**src/rtl/uart_tx_ctrl_pkg.sv**
```systemverilog
// Shared types and line levels for the UART transmit frame sequencer.
// Imported by uart_tx_ctrl and its interface/sub-modules.
package uart_tx_pkg;

    localparam logic START_BIT  = 1'b0;
    localparam logic STOP_BIT   = 1'b1;
    localparam logic IDLE_LEVEL = 1'b1;

    typedef enum logic [2:0] {
        IDLE,
        START,
        DATA,
        PARITY,
        STOP
    } tx_state_e;

endpackage

```
**src/rtl/uart_tx_ctrl_if.sv**
```systemverilog
// Byte-in / serial-out bundle of the UART transmitter.
// master = byte source + parity calculator side, slave = uart_tx_ctrl.
interface uart_tx_ctrl_if #(
    parameter int DATA_WIDTH = 8
);
    logic                  Data_valid;
    logic [DATA_WIDTH-1:0] P_DATA;
    logic                  PAR_EN;
    logic                  par_bit;
    logic                  TX_OUT;
    logic                  busy;

    modport master (
        output Data_valid,
        output P_DATA,
        output PAR_EN,
        output par_bit,
        input  TX_OUT,
        input  busy
    );

    modport slave (
        input  Data_valid,
        input  P_DATA,
        input  PAR_EN,
        input  par_bit,
        output TX_OUT,
        output busy
    );

endinterface

```
**src/rtl/uart_tx_serializer.sv**
```systemverilog
// Payload shift register and bit counter for the UART transmitter.
// ser_bit is the bit to put on the line on the next cycle.
module uart_tx_serializer #(
    parameter int DATA_WIDTH = 8
) (
    input  logic                  clk,
    input  logic                  rst,
    input  logic                  load,
    input  logic [DATA_WIDTH-1:0] load_data,
    input  logic                  ser_en,
    output logic                  ser_bit,
    output logic                  ser_done
);

    localparam int CW = $clog2(DATA_WIDTH);

    logic [DATA_WIDTH-1:0] shift_q, shift_d;
    logic [CW-1:0]         cnt_q, cnt_d;

    always_comb begin
        shift_d = shift_q;
        cnt_d   = cnt_q;
        unique case (1'b1)
            load: begin
                shift_d = load_data;
                cnt_d   = '0;
            end
            ser_en: begin
                shift_d = shift_q >> 1;
                cnt_d   = cnt_q + 1'b1;
            end
            default: ;
        endcase
    end

    always_ff @(posedge clk or negedge rst) begin
        if (!rst) begin
            shift_q <= '0;
            cnt_q   <= '0;
        end else begin
            shift_q <= shift_d;
            cnt_q   <= cnt_d;
        end
    end

    // While shifting, bit 0 is already on the line; look one ahead.
    assign ser_bit  = ser_en ? shift_q[1] : shift_q[0];
    assign ser_done = (cnt_q == CW'(DATA_WIDTH - 1));

endmodule

```
**src/rtl/uart_tx_ctrl.sv**
```systemverilog
// UART transmit frame sequencer: FSM, registered output mux, busy flag.
// Define UART_TX_TWO_STOP_EN for a two-cycle stop bit.
module uart_tx_ctrl
    import uart_tx_pkg::*;
#(
    parameter int DATA_WIDTH = 8
) (
    input  logic         clk,
    input  logic         rst,
    uart_tx_ctrl_if.slave bus
);

    tx_state_e state_q, state_d;
    logic      tx_q, tx_d;
    logic      busy_q, busy_d;
    logic      par_en_q, par_en_d;
    logic      load;
    logic      ser_en;
    logic      ser_bit;
    logic      ser_done;
    logic      last_stop;

`ifdef UART_TX_TWO_STOP_EN
    logic      stop2_q, stop2_d;
    assign last_stop = stop2_q;
`else
    assign last_stop = 1'b1;
`endif

    uart_tx_serializer #(
        .DATA_WIDTH (DATA_WIDTH)
    ) u_ser (
        .clk       (clk),
        .rst       (rst),
        .load      (load),
        .load_data (bus.P_DATA),
        .ser_en    (ser_en),
        .ser_bit   (ser_bit),
        .ser_done  (ser_done)
    );

    always_comb begin
        state_d  = state_q;
        tx_d     = tx_q;
        busy_d   = busy_q;
        par_en_d = par_en_q;
        load     = 1'b0;
        ser_en   = 1'b0;
`ifdef UART_TX_TWO_STOP_EN
        stop2_d  = stop2_q;
`endif
        unique case (state_q)
            IDLE: begin
                tx_d   = IDLE_LEVEL;
                busy_d = 1'b0;
                if (bus.Data_valid) begin
                    state_d  = START;
                    load     = 1'b1;
                    par_en_d = bus.PAR_EN;
                    busy_d   = 1'b1;
                    tx_d     = START_BIT;
                end
            end
            START: begin
                state_d = DATA;
                tx_d    = ser_bit;
            end
            DATA: begin
                ser_en = 1'b1;
                if (!ser_done) begin
                    tx_d = ser_bit;
                end else if (par_en_q) begin
                    state_d = PARITY;
                    tx_d    = bus.par_bit;
                end else begin
                    state_d = STOP;
                    tx_d    = STOP_BIT;
                end
            end
            PARITY: begin
                state_d = STOP;
                tx_d    = STOP_BIT;
            end
            STOP: begin
`ifdef UART_TX_TWO_STOP_EN
                stop2_d = ~stop2_q;
`endif
                tx_d = STOP_BIT;
                if (last_stop) begin
                    state_d = IDLE;
                    tx_d    = IDLE_LEVEL;
                    busy_d  = 1'b0;
                end
            end
            default: begin
                state_d = IDLE;
                tx_d    = IDLE_LEVEL;
                busy_d  = 1'b0;
            end
        endcase
    end

    always_ff @(posedge clk or negedge rst) begin
        if (!rst) begin
            state_q  <= IDLE;
            tx_q     <= IDLE_LEVEL;
            busy_q   <= 1'b0;
            par_en_q <= 1'b0;
`ifdef UART_TX_TWO_STOP_EN
            stop2_q  <= 1'b0;
`endif
        end else begin
            state_q  <= state_d;
            tx_q     <= tx_d;
            busy_q   <= busy_d;
            par_en_q <= par_en_d;
`ifdef UART_TX_TWO_STOP_EN
            stop2_q  <= stop2_d;
`endif
        end
    end

    assign bus.TX_OUT = tx_q;
    assign bus.busy   = busy_q;

    // Line level must follow the frame slot the FSM is in.
    a_start_low : assert property (
        @(posedge clk) disable iff (!rst)
        (state_q == START) |-> (tx_q == START_BIT)
    );

    a_stop_high : assert property (
        @(posedge clk) disable iff (!rst)
        (state_q == STOP) |-> (tx_q == STOP_BIT)
    );

    a_idle_quiet : assert property (
        @(posedge clk) disable iff (!rst)
        (state_q == IDLE) |-> (tx_q == IDLE_LEVEL && !busy_q)
    );

endmodule

```
**src/flat_wrapper.sv**
```systemverilog
// flat-port wrapper written by rule: the top's interface ports become plain ports
module uart_tx_ctrl_flat import uart_tx_pkg::*;
#(
    parameter int DATA_WIDTH = 8
)
  (clk, rst, bus_Data_valid, bus_P_DATA, bus_PAR_EN, bus_par_bit, bus_TX_OUT, bus_busy);
  uart_tx_ctrl_if #(.DATA_WIDTH(DATA_WIDTH)) bus_i ();
  input  logic clk;
  input  logic rst;
  input wire logic [$bits(bus_i.Data_valid)-1:0] bus_Data_valid;
  input wire logic [$bits(bus_i.P_DATA)-1:0] bus_P_DATA;
  input wire logic [$bits(bus_i.PAR_EN)-1:0] bus_PAR_EN;
  input wire logic [$bits(bus_i.par_bit)-1:0] bus_par_bit;
  output wire logic [$bits(bus_i.TX_OUT)-1:0] bus_TX_OUT;
  output wire logic [$bits(bus_i.busy)-1:0] bus_busy;
  assign bus_i.Data_valid = bus_Data_valid;
  assign bus_i.P_DATA = bus_P_DATA;
  assign bus_i.PAR_EN = bus_PAR_EN;
  assign bus_i.par_bit = bus_par_bit;
  assign bus_TX_OUT = bus_i.TX_OUT;
  assign bus_busy = bus_i.busy;
  uart_tx_ctrl #(.DATA_WIDTH(DATA_WIDTH)) u_core (.clk(clk), .rst(rst), .bus(bus_i));
endmodule
```
**config.mk**
```make
export PLATFORM = sky130hd
export DESIGN_NAME = uart_tx_ctrl_flat
export DESIGN_NICKNAME = d
export VERILOG_FILES = /design/src/rtl/uart_tx_ctrl_pkg.sv /design/src/rtl/uart_tx_ctrl_if.sv /design/src/rtl/uart_tx_serializer.sv /design/src/rtl/uart_tx_ctrl.sv /design/src/flat_wrapper.sv
export SDC_FILE = /design/constraint.sdc
export NUM_CORES = 1
export LEC_CHECK = 0
export CAP_MARGIN = 5
export CORE_MARGIN = 3
export CORE_UTILIZATION = 40
export CTS_CLUSTER_SIZE = 14
export DETAILED_ROUTE_END_ITERATION = 16
export PLACE_DENSITY = 0.69
export SYNTH_ARGS = -nofsm -noshare
export SYNTH_HDL_FRONTEND = slang
export SYNTH_SLANG_ARGS = --single-unit
export TNS_END_PERCENT = 20
```
**constraint.sdc**
```tcl
create_clock -name clk -period 1.5 [get_ports clk]
set_clock_uncertainty 0.15 [all_clocks]
set_input_delay 0.3 -clock clk [delete_from_list [all_inputs] [get_ports clk]]
set_output_delay 0.3 -clock clk [all_outputs]
set_load 0.05 [all_outputs]
```
Word-level counts from Yosys, hierarchy flattened
Index checks and enable logic that the tools add are counted.
{"block": "totals", "register_bits": 17, "inputBits": 13, "output_inout_bits": 2, "wordCells": 33}
{"block": "op_classes", "addsub": 1, "n_eq_ne": 6, "muxes": 15, "n_reduce_logical": 5}
{"cell": "case mux 8 bit (2 select lines)", "count": 1}
{"cell": "case mux 3 bit (4 select lines)", "count": 1}
{"cell": "two-way mux 3 bit", "count": 3}
{"cell": "two-way mux 1 bit", "count": 7}
{"cell": "== test 3 x 2 -> 1 bit (second input constant)", "count": 2}
{"cell": "case mux 3 bit (2 select lines)", "count": 1}
{"cell": "AND reduction 2 bit", "count": 2}
{"cell": "adder 3 x 1 -> 3 bit (second input constant)", "count": 1}
{"cell": "== test 3 x 1 -> 1 bit (second input constant)", "count": 1}
{"cell": "== test 3 bit (second input constant)", "count": 1}
{"cell": "logical NOT 3 bit", "count": 1}
{"cell": "case mux 1 bit (3 select lines)", "count": 1}
{"cell": "OR reduction 3 bit", "count": 1}
{"cell": "inequality test 2 x 1 -> 1 bit (second input constant)", "count": 1}
{"cell": "inequality test 2 bit (second input constant)", "count": 1}
{"cell": "case mux 1 bit (2 select lines)", "count": 1}
{"cell": "nonzero test 2 bit", "count": 1}

Longest topological paths before layout
Gate-level depths: netlist of run 1.
{"block": "logic_depth", "word_depth": 5, "ltp_mapped": 5, "depth_no_buf": 5}

Hierarchy
A second synthesis of run 1 with hierarchy kept.
{"block": "unflattened", "hier_cells": 76, "hier_area_um2": 840.8}
{"module": "uart_tx_serializer", "instances": 1, "cells_per_inst": 46, "area_each_um2": 518.0, "seq_area_each_um2": 275.3}
{"module": "uart_tx_ctrl", "instances": 1, "cells_per_inst": 30, "area_each_um2": 322.8, "seq_area_each_um2": 151.4}

Worst setup path before layout of run 1
OpenSTA, ideal clock, no wires.
{"block": "synth_timing", "path_type": "reg-to-reg", "start": "register u_core.u_ser.cnt_q[0]", "end": "register u_core.tx_q, in the netlist u_core.bus.TX_OUT", "arrival_time_ns": 1.373, "required_time_ns": 1.265, "slack_ns": -0.108, "path_stages_with_launch": 6, "synth_period_minus_slack_ns": 1.608, "path_cell_list": "dfrtp_1 -> ha_1 -> ha_1 -> or3b_2 -> o2111ai_1 -> nand3b_1"}
{"block": "synth_between", "elab_chain_cells": 3}
{"item": "start: declaration", "line": "uart_tx_serializer.sv:18", "rtl": "logic [CW-1:0] cnt_q, cnt_d;"}
{"item": "start signal: assignment", "line": "uart_tx_serializer.sv:42", "rtl": "cnt_q <= cnt_d;"}
{"item": "== test 3 bit", "line": "uart_tx_serializer.sv:48", "rtl": "assign ser_done = (cnt_q == CW'(DATA_WIDTH - 1));"}
{"item": "two-way mux 1 bit", "line": "uart_tx_ctrl.sv:70", "rtl": "if (!ser_done) begin"}
{"item": "case mux 1 bit (3 select lines)", "line": "uart_tx_ctrl.sv:52", "rtl": "unique case (state_q)"}
{"item": "via u_core.tx_d", "line": "uart_tx_ctrl.sv:14", "rtl": "logic tx_q, tx_d;"}
{"item": "end signal: assignment", "line": "uart_tx_ctrl.sv:114", "rtl": "tx_q <= tx_d;"}
{"item": "end: declaration", "line": "uart_tx_ctrl.sv:14"}
The timed path passes the listed nets, and every way through them passes these cells.
A chain may end at the register's enable or synchronous reset.

Worst setup path after layout of run 1
{"block": "layout_timing", "start": "register u_core.u_ser.cnt_q[1]", "end": "register u_core.tx_q, in the netlist u_core.bus.TX_OUT"}
Same word-level chain as after synthesis.

==> results by group, run 1 <==
Status
  – Run status: finished with violations
  – Failing checks: negative setup slack

Synthesis
  – Synthesized area per cell: around 11 sq um
  – Cells after Synth: 77
  – Synth Cell Area: a little over 800 sq um
  – Synthesized flop and latch total: 17
  – Sequential area share after synthesis: a little over half
  – Synth cell types: 26
  – Syn_nets: slightly above 90
  – Yosys Warn Count: 0

Hold path
  – HP Class: input pin to asynchronous set/reset pin

Setup path
  – Crit path DAT: about 1600 ps
  – Data required, critical path: approximately 1600 ps
  – Reg2reg path depth: 5
  – Crit path max-delay family: simple AND/OR/NAND/NOR gates
  – CP endpoint: u_core.bus.TX_OUT$_DFF_PN1_
  – CP Launch Point: u_core.u_ser.cnt_q[1]$_DFFE_PN0P_
  – Reg2reg end: u_core.bus.TX_OUT$_DFF_PN1_
  – Worst path cell trace: ha_2 > ha_4 > or3b_4 > o2111ai_2 > nand3b_1
  – CP max stage delay: about 400 ps
  – FF-to-FF setup slack: -30 ps
  – CP max FO: 2
  – Worst R2R Start: u_core.u_ser.cnt_q[1]$_DFFE_PN0P_
  – Kind of critical path: flip-flop to flip-flop
  – Slowest-stage cell, CP: dfrtp_1
  – Startpoint types: flip-flop
  – Critical Path Stages: 5
  – CP Buf/Inv Count: 0
  – Critical Path End Type: flip-flop

Power and ir drop
  – Overall Power: between 2 and 2.5 mW
  – Static leakage: between 0.5 and 0.6 nW
  – Peak VDD IR: 0.939 mV
  – PwrDens: between 2000 and 2500 mW/mm^2

Detailed routing
  – Drt pass-1 iters: 4
  – Vias: 697
  – Antenna Nets Post-Route: 0
  – DR WL/cell: about 15 um
  – Vias per cell: 5.32
  – Drt drc: 0
  – Routed WL: approximately 1900 um
  – Starting DRT DRC Count: 16

Placed design
  – Placer Congestion: around 0.82
  – HPWL after DPL: ~1200 um
  – PortBufs: 14

Finish
  – Synth-to-Final Area Change: 46.2%
  – Nets: ~120
  – Multi-input logic area: between 400 and 500 sq um
  – Diodes inserted: 0
  – Share of cells above drive strength 1: a little over a third
  – Final core occ: about two thirds
  – Most common cell after layout, fill and taps aside: buf_4
  – # fillers: 150
  – Register Area: roughly 430 sq um
  – Most frequent cells in the layout: buf_4, dfrtp_1, clkdlybuf4s50_1

Floorplan
  – Die area: 0.00261 sq mm
  – Initial Util: between 40% and 50%
  – Die Ht: approximately 50 um
  – Die Width: around 51 um
  – Num rows: 15
  – Total core area: between 0.0015 and 0.002 sq mm
  – Top Ports: 15

GRT
  – Pin count of the biggest net entering global routing: 18
  – Initial antenna violation count: 0
  – Remaining global-route overflow: 0
  – Global-route wire length before repair: ~3300 um
  – Vias in the first global route: about 700
  – GRT Util Overall: roughly 18%

Clock tree
  – Clock Sinks: 17
  – Clock root cell: clkbuf_4
  – Num CTS Buffers: 3
  – CTS clk-pin slew, worst paths: 100 ps
  – H-tree depth: 1
  – CTS tree: built
  – Clk buf depth: 2
  – Clock Latency Late Sink: around 290 ps

STA
  – Worst setup margin: -25.6 ps
  – # setup viols final: 6
  – Max-slew violations: 0
  – Fmax: between 0.6 and 0.7 GHz
  – Min Clock Period, post-route: between 1500 and 2000 ps
  – Final hold violations: 0
  – RSZ-0062 raised after global routing: yes
  – Worst-Margin Slew: approximately 240 ps
  – Period Utilization, post-route: 102%
  – Relative slew margins: approximately 84%

Flow run
  – Max-cap viol count: 0
[worst min path at each step]
| stage | start | end | slack, ps | cells past startpoint |
|---|---|---|---|---|
| 3_5_place_dp | u_core.u_ser.shift_q[7]$_DFFE_PN0P_ | u_core.u_ser.shift_q[7]$_DFFE_PN0P_ | 340 | 1 |
| 5_1_grt | rst | u_core.par_en_q$_DFFE_PN0P_ | 190 | 2 |
| 6_report | rst | u_core.state_q[1]$_DFFE_PN0P_ | 170 | 2 |
| 2_1_floorplan | rst | u_core.bus.busy$_DFFE_PN0N_ | -150 | 0 |
| 4_1_cts | rst | u_core.state_q[1]$_DFFE_PN0P_ | 170 | 2 |
| 3_3_place_gp | u_core.u_ser.shift_q[3]$_DFFE_PN0P_ | u_core.u_ser.shift_q[3]$_DFFE_PN0P_ | 340 | 2 |
[per-stage QoR]
stage	hold WS, ps	setup TNS (ps)	cell area [sq um]	cells	setup WS, ps
after floorplan	-146	-861	817	77	-102
after global placement	336	-4030	1080	124	-426
after detailed placement	340	-4090	1080	124	-436
after CTS	173	-68.6	1140	129	-13.4
after global routing	190	-565	1190	131	-104
final	167	-78.7	1190	131	-25.6
[power by group]
group	internal (mW)	switching (mW)	leakage [nW]
clock	0.103	0.142	0.0150
combinational	0.722	0.620	0.306
sequential	0.687	0.164	0.204
total	1.51	0.926	0.525
[metal layers]
| layer | GRT usage (%) | up-vias | part of all wire (%) |
|---|---|---|---|
| met1 | 19.3 | 339 | 40 |
| met3 | 4.37 | 6 | 4.4 |
| met4 | 10.8 | 0 | 3.3 |
| met5 | 0 | - | 0 |
| li1 | - | 334 | - |
| met2 | 30.7 | 18 | 52 |
[cell usage after synthesis]
cell type	n	area, sq um
nor2_2	1	6.26
inv_1	1	3.75
ha_1	2	25.0
a211oi_1	1	7.51
a22o_1	3	26.3
clkbuf_1	1	3.75
nor2_1	8	30.0
nand2_1	5	18.8
nand3b_1	1	7.51
nand3_1	2	10.0
buf_4	1	7.51
o22ai_1	6	37.5
or4b_1	1	10.0
buf_2	3	15.0
dfstp_2	1	26.3
o2111ai_1	1	8.76
nor3_1	6	30.0
nor3b_2	1	12.5
dfrtp_1	16	400
or3b_2	2	17.5
buf_6	1	11.3
o21ai_0	2	10.0
nand2b_1	4	25.0
nor4b_4	1	23.8
a21oi_1	5	25.0
mux2_4	1	15.0
[what timing repair did]
action | in CTS | in global routing
endpoints found under the setup margin | 9 | 13
buffers inserted | 1 | 2
cloned | 0 | 0
resized for setup | 7 | 6
pin swaps | 1 | 5
hold buffers | 0 | 0
[cell families (layout without fill, tap and decap cells)]
kind of cell             after synthesis  after routing  synth area share [%]
AO/OA/AOI/OAI                         18             18                  14.1
flip-flops                            17             17                  52.4
buffers and inverters                  7             36                  5.07
multiplexers                           1              1                  1.84
AND/OR/NAND/NOR                       32             32                  23.5
adder cells (fa/ha/maj)                2              2                  3.07
[worst reg2reg max path: stages (launching register included)]
cell and delay [ps]:
dfrtp_1 400, ha_2 200, ha_4 160, or3b_4 390
o2111ai_2 70, nand3b_1 90
[state kept, by name (all words and copies together) (netlist names)]
signal and cells:
u_core.par_en_q 1, u_core.u_ser.shift_q 8, u_core.state_q 3, u_core.bus.busy 1, u_core.u_ser.cnt_q 3, u_core.bus.TX_OUT 1
[layout make-up]
type	count	area share (%)
repair buffers	31	24.4
flip-flops and latches	17	35.8
inverters	1	0.315
well taps	25	2.63
clock buffers	4	2.21
multi-input cells	53	34.7
(Power assumes the default switching activity.)
==> run 2: changes to the inputs <==
Settings changed: ABC_CLOCK_PERIOD_IN_PS set to 1500, CORE_MARGIN 3 to unset.
==> results by group, run 2 (synthesis results as in run 1) <==
GRT
  – GRT Util Overall: 20.3% (+2.6 points)
  – Pin count of the biggest net entering global routing: 18 (unchanged)
  – Global-route wire length before repair: 3140 um (-5.0%)
  – Initial antenna violation count: 0 (unchanged)
  – Vias in the first global route: 742 (+3.1%)
  – Remaining global-route overflow: 0 (unchanged)

Power and ir drop
  – Comb power frac: 54.8% (-0.2 points)
  – Sw frac: 37.3% (-0.73 points)
  – Sequential share of power: 35.1% (+0.2 points)
  – Peak VDD IR: 0.965 mV (+2.8%)
  – Clock power share: 10.1% (about the same)
  – Int Pwr: 1.50 mW (-0.99%)
  – Sw Pwr: 0.889 mW (-4.0%)
  – Static leakage: 0.506 nW (-3.7%)
  – Overall Power: 2.39 mW (-2.1%)
  – PwrDens: 2040 mW/mm^2 (-0.16%)

STA
  – Fmax: 0.650 GHz (-0.81%)
  – Worst setup margin: -38.1 ps (-12.5 ps)
  – Worst-Margin Slew: 242 ps (-0.571 ps)
  – TNS Setup: -142 ps (-63.6 ps)
  – RSZ-0062 raised after global routing: yes
  – Min Clock Period, post-route: 1540 ps (+12.5 ps)
  – # setup viols final: 7 (+1)
  – Final hold violations: 0 (unchanged)
  – Max-slew violations: 0 (unchanged)
  – Period Utilization, post-route: 103% (+0.83 points)
  – Relative slew margins: 83.8% (about the same)

Clock tree
  – Clk buf depth: 2 (unchanged)
  – H-tree depth: 1 (unchanged)
  – Clock Latency Late Sink: 290 ps (about the same)
  – Num CTS Buffers: 3 (unchanged)
  – CTS clk-pin slew, worst paths: 100 ps (about the same)
  – Clock Sinks: 17 (unchanged)
  – CTS tree: built
  – Clock root cell: clkbuf_4
  – Post-CTS Hold Fix Bufs: 0 (unchanged)

Setup path
  – Reg2reg path depth: 5 (unchanged)
  – Worst R2R Start: u_core.state_q[2]$_DFFE_PN0P_
  – FF-to-FF setup slack: -40 ps (about the same)
  – Data required, critical path: 1530 ps (-50 ps)
  – CP max FO: 4 (+2)
  – Kind of critical path: flip-flop to flip-flop
  – Crit path DAT: 1560 ps (-40 ps)
  – Reg2reg end: u_core.u_ser.cnt_q[0]$_DFFE_PN0P_
  – Critical Path End Type: flip-flop
  – Startpoint types: flip-flop

Detailed routing
  – Antenna Nets Post-Route: 0 (unchanged)
  – Drt drc: 0 (unchanged)
  – DR WL/cell: 13.6 um (-6.9%)
  – Vias: 705 (+1.1%)
  – Routed WL: 1770 um (-7.6%)
  – Vias per cell: 5.42 (+1.9%)
  – Starting DRT DRC Count: 4 (-12)
  – Drt pass-1 iters: 4 (unchanged)

Placed design
  – PortBufs: 14 (unchanged)
  – HPWL after DPL: 1330 um (+8.7%)
  – Placed insts: 125 (+0.81%)
  – Placer Congestion: 0.793 (-2.9%)
  – Placement Cell Area: 0.00110 sq mm (+1.9%)

Finish
  – Layout Cell Area excl Fill: 0.00117 sq mm (-2.0%)
  – Largest registers: u_core.u_ser.shift_q: 8 flops, u_core.state_q: 3 flops, u_core.u_ser.cnt_q: 3 flops
  – Largest Register: u_core.u_ser.shift_q
  – Most frequent cells in the layout: dfrtp_1, buf_4, clkdlybuf4s50_1
  – Diodes inserted: 0 (unchanged)
  – Max reg flops: 8 (unchanged)
  – Share of cells above drive strength 1: 30.5% (-5.4 points)
  – Synth-to-Final Area Change: 43.3%
  – Register Area: 427 sq um (unchanged)
  – Multi-input logic area: 383 sq um (-7.3%)
  – Nets: 121 (-0.82%)
  – # fillers: 162 (+8.0%)
  – Most common cell after layout, fill and taps aside: dfrtp_1
  – Post-route insts no fill: 130 (-0.76%)

Floorplan
  – Initial Util: 44.7% (unchanged)
  – Total core area: 0.00182 sq mm (unchanged)
  – Die area: 0.00222 sq mm (-15%)
  – Num rows: 15 (unchanged)
  – Die Ht: 47.1 um (-7.8%)
  – Die Width: 47.1 um (-7.8%)
  – Top Ports: 15 (unchanged)

Status
  – Run status: finished with violations
  – Failing checks: negative setup slack

Flow run
  – Max-cap viol count: 0 (unchanged)

Hold path
  – HP Class: input pin to asynchronous set/reset pin
-- run 2: changes by cell type in the layout (fill, tap and decap cells not counted) --
cell,delta
buf_4,-3
a211oi_1,+1
dlymetal6s2s_1,-1
o22ai_2,-4
buf_6,+1
clkdlybuf4s50_1,+1
o22ai_1,+4
buf_12,+1
a211oi_2,-1
-- run 2: critical path: stages, from the launching register on --
cell     delay (ps)
dfrtp_1         420
buf_6           140
buf_12          110
nor4b_4         240
nor2_2          100
mux2_4          260
-- run 2: how the worst max path moves through the flow --
stage	startpoint	end	slack, ps	depth (start not counted)
2_1_floorplan	u_core.state_q[0]$_DFFE_PN0P_	u_core.u_ser.shift_q[1]$_DFFE_PN0P_	-100	5
3_3_place_gp	bus_Data_valid	u_core.u_ser.shift_q[1]$_DFFE_PN0P_	-430	4
3_5_place_dp	bus_Data_valid	u_core.u_ser.shift_q[6]$_DFFE_PN0P_	-440	4
4_1_cts	u_core.state_q[2]$_DFFE_PN0P_	u_core.u_ser.cnt_q[0]$_DFFE_PN0P_	-70	5
5_1_grt	u_core.state_q[2]$_DFFE_PN0P_	u_core.u_ser.shift_q[0]$_DFFE_PN0P_	-120	6
6_report	u_core.state_q[2]$_DFFE_PN0P_	u_core.u_ser.cnt_q[0]$_DFFE_PN0P_	-40	5
-- run 2: what timing repair did --
item / 4_1_cts / 5_1_grt
endpoints found under the setup margin: 13 / 13
resized for setup: 8 / 0
buffers inserted: 1 / 0
gates cloned: 0 / 0
pin swaps: 3 / 3
-- run 2: per-layer routing --
layer	share of wire, %	GRT usage [%]
met1	43	25.1
met2	51	35.0
met3	4.8	2.69
met4	1.8	9.71
met5	0	0
-- run 2: power by group through the flow --
stage               clock network (mW)  logic [mW]  registers [mW]
finish                           0.241        1.31           0.838
global route                     0.273        1.43           0.862
CTS                              0.247        1.31           0.838
detailed placement                   0        1.22           0.837
global placement                     0        1.16           0.823
floorplan                            0       0.675           0.886
-- run 2: final cells by class --
cell class / instances / share of cell area (%)
repair buffers: 30 / 25.4
flip-flops and latches: 17 / 36.5
multi-input cells: 53 / 32.8
well taps: 25 / 2.68
inverters: 1 / 0.322
clock buffers: 4 / 2.25
-- run 2: per-stage QoR --
stage	hold slack, ps	util (%)	setup slack [ps]
finish	171	64.1	-38.1
global route	201	64.1	-125
CTS	179	64.1	-65.2
detailed placement	351	60.2	-439
global placement	335	60.2	-426
floorplan	-146	-	-102
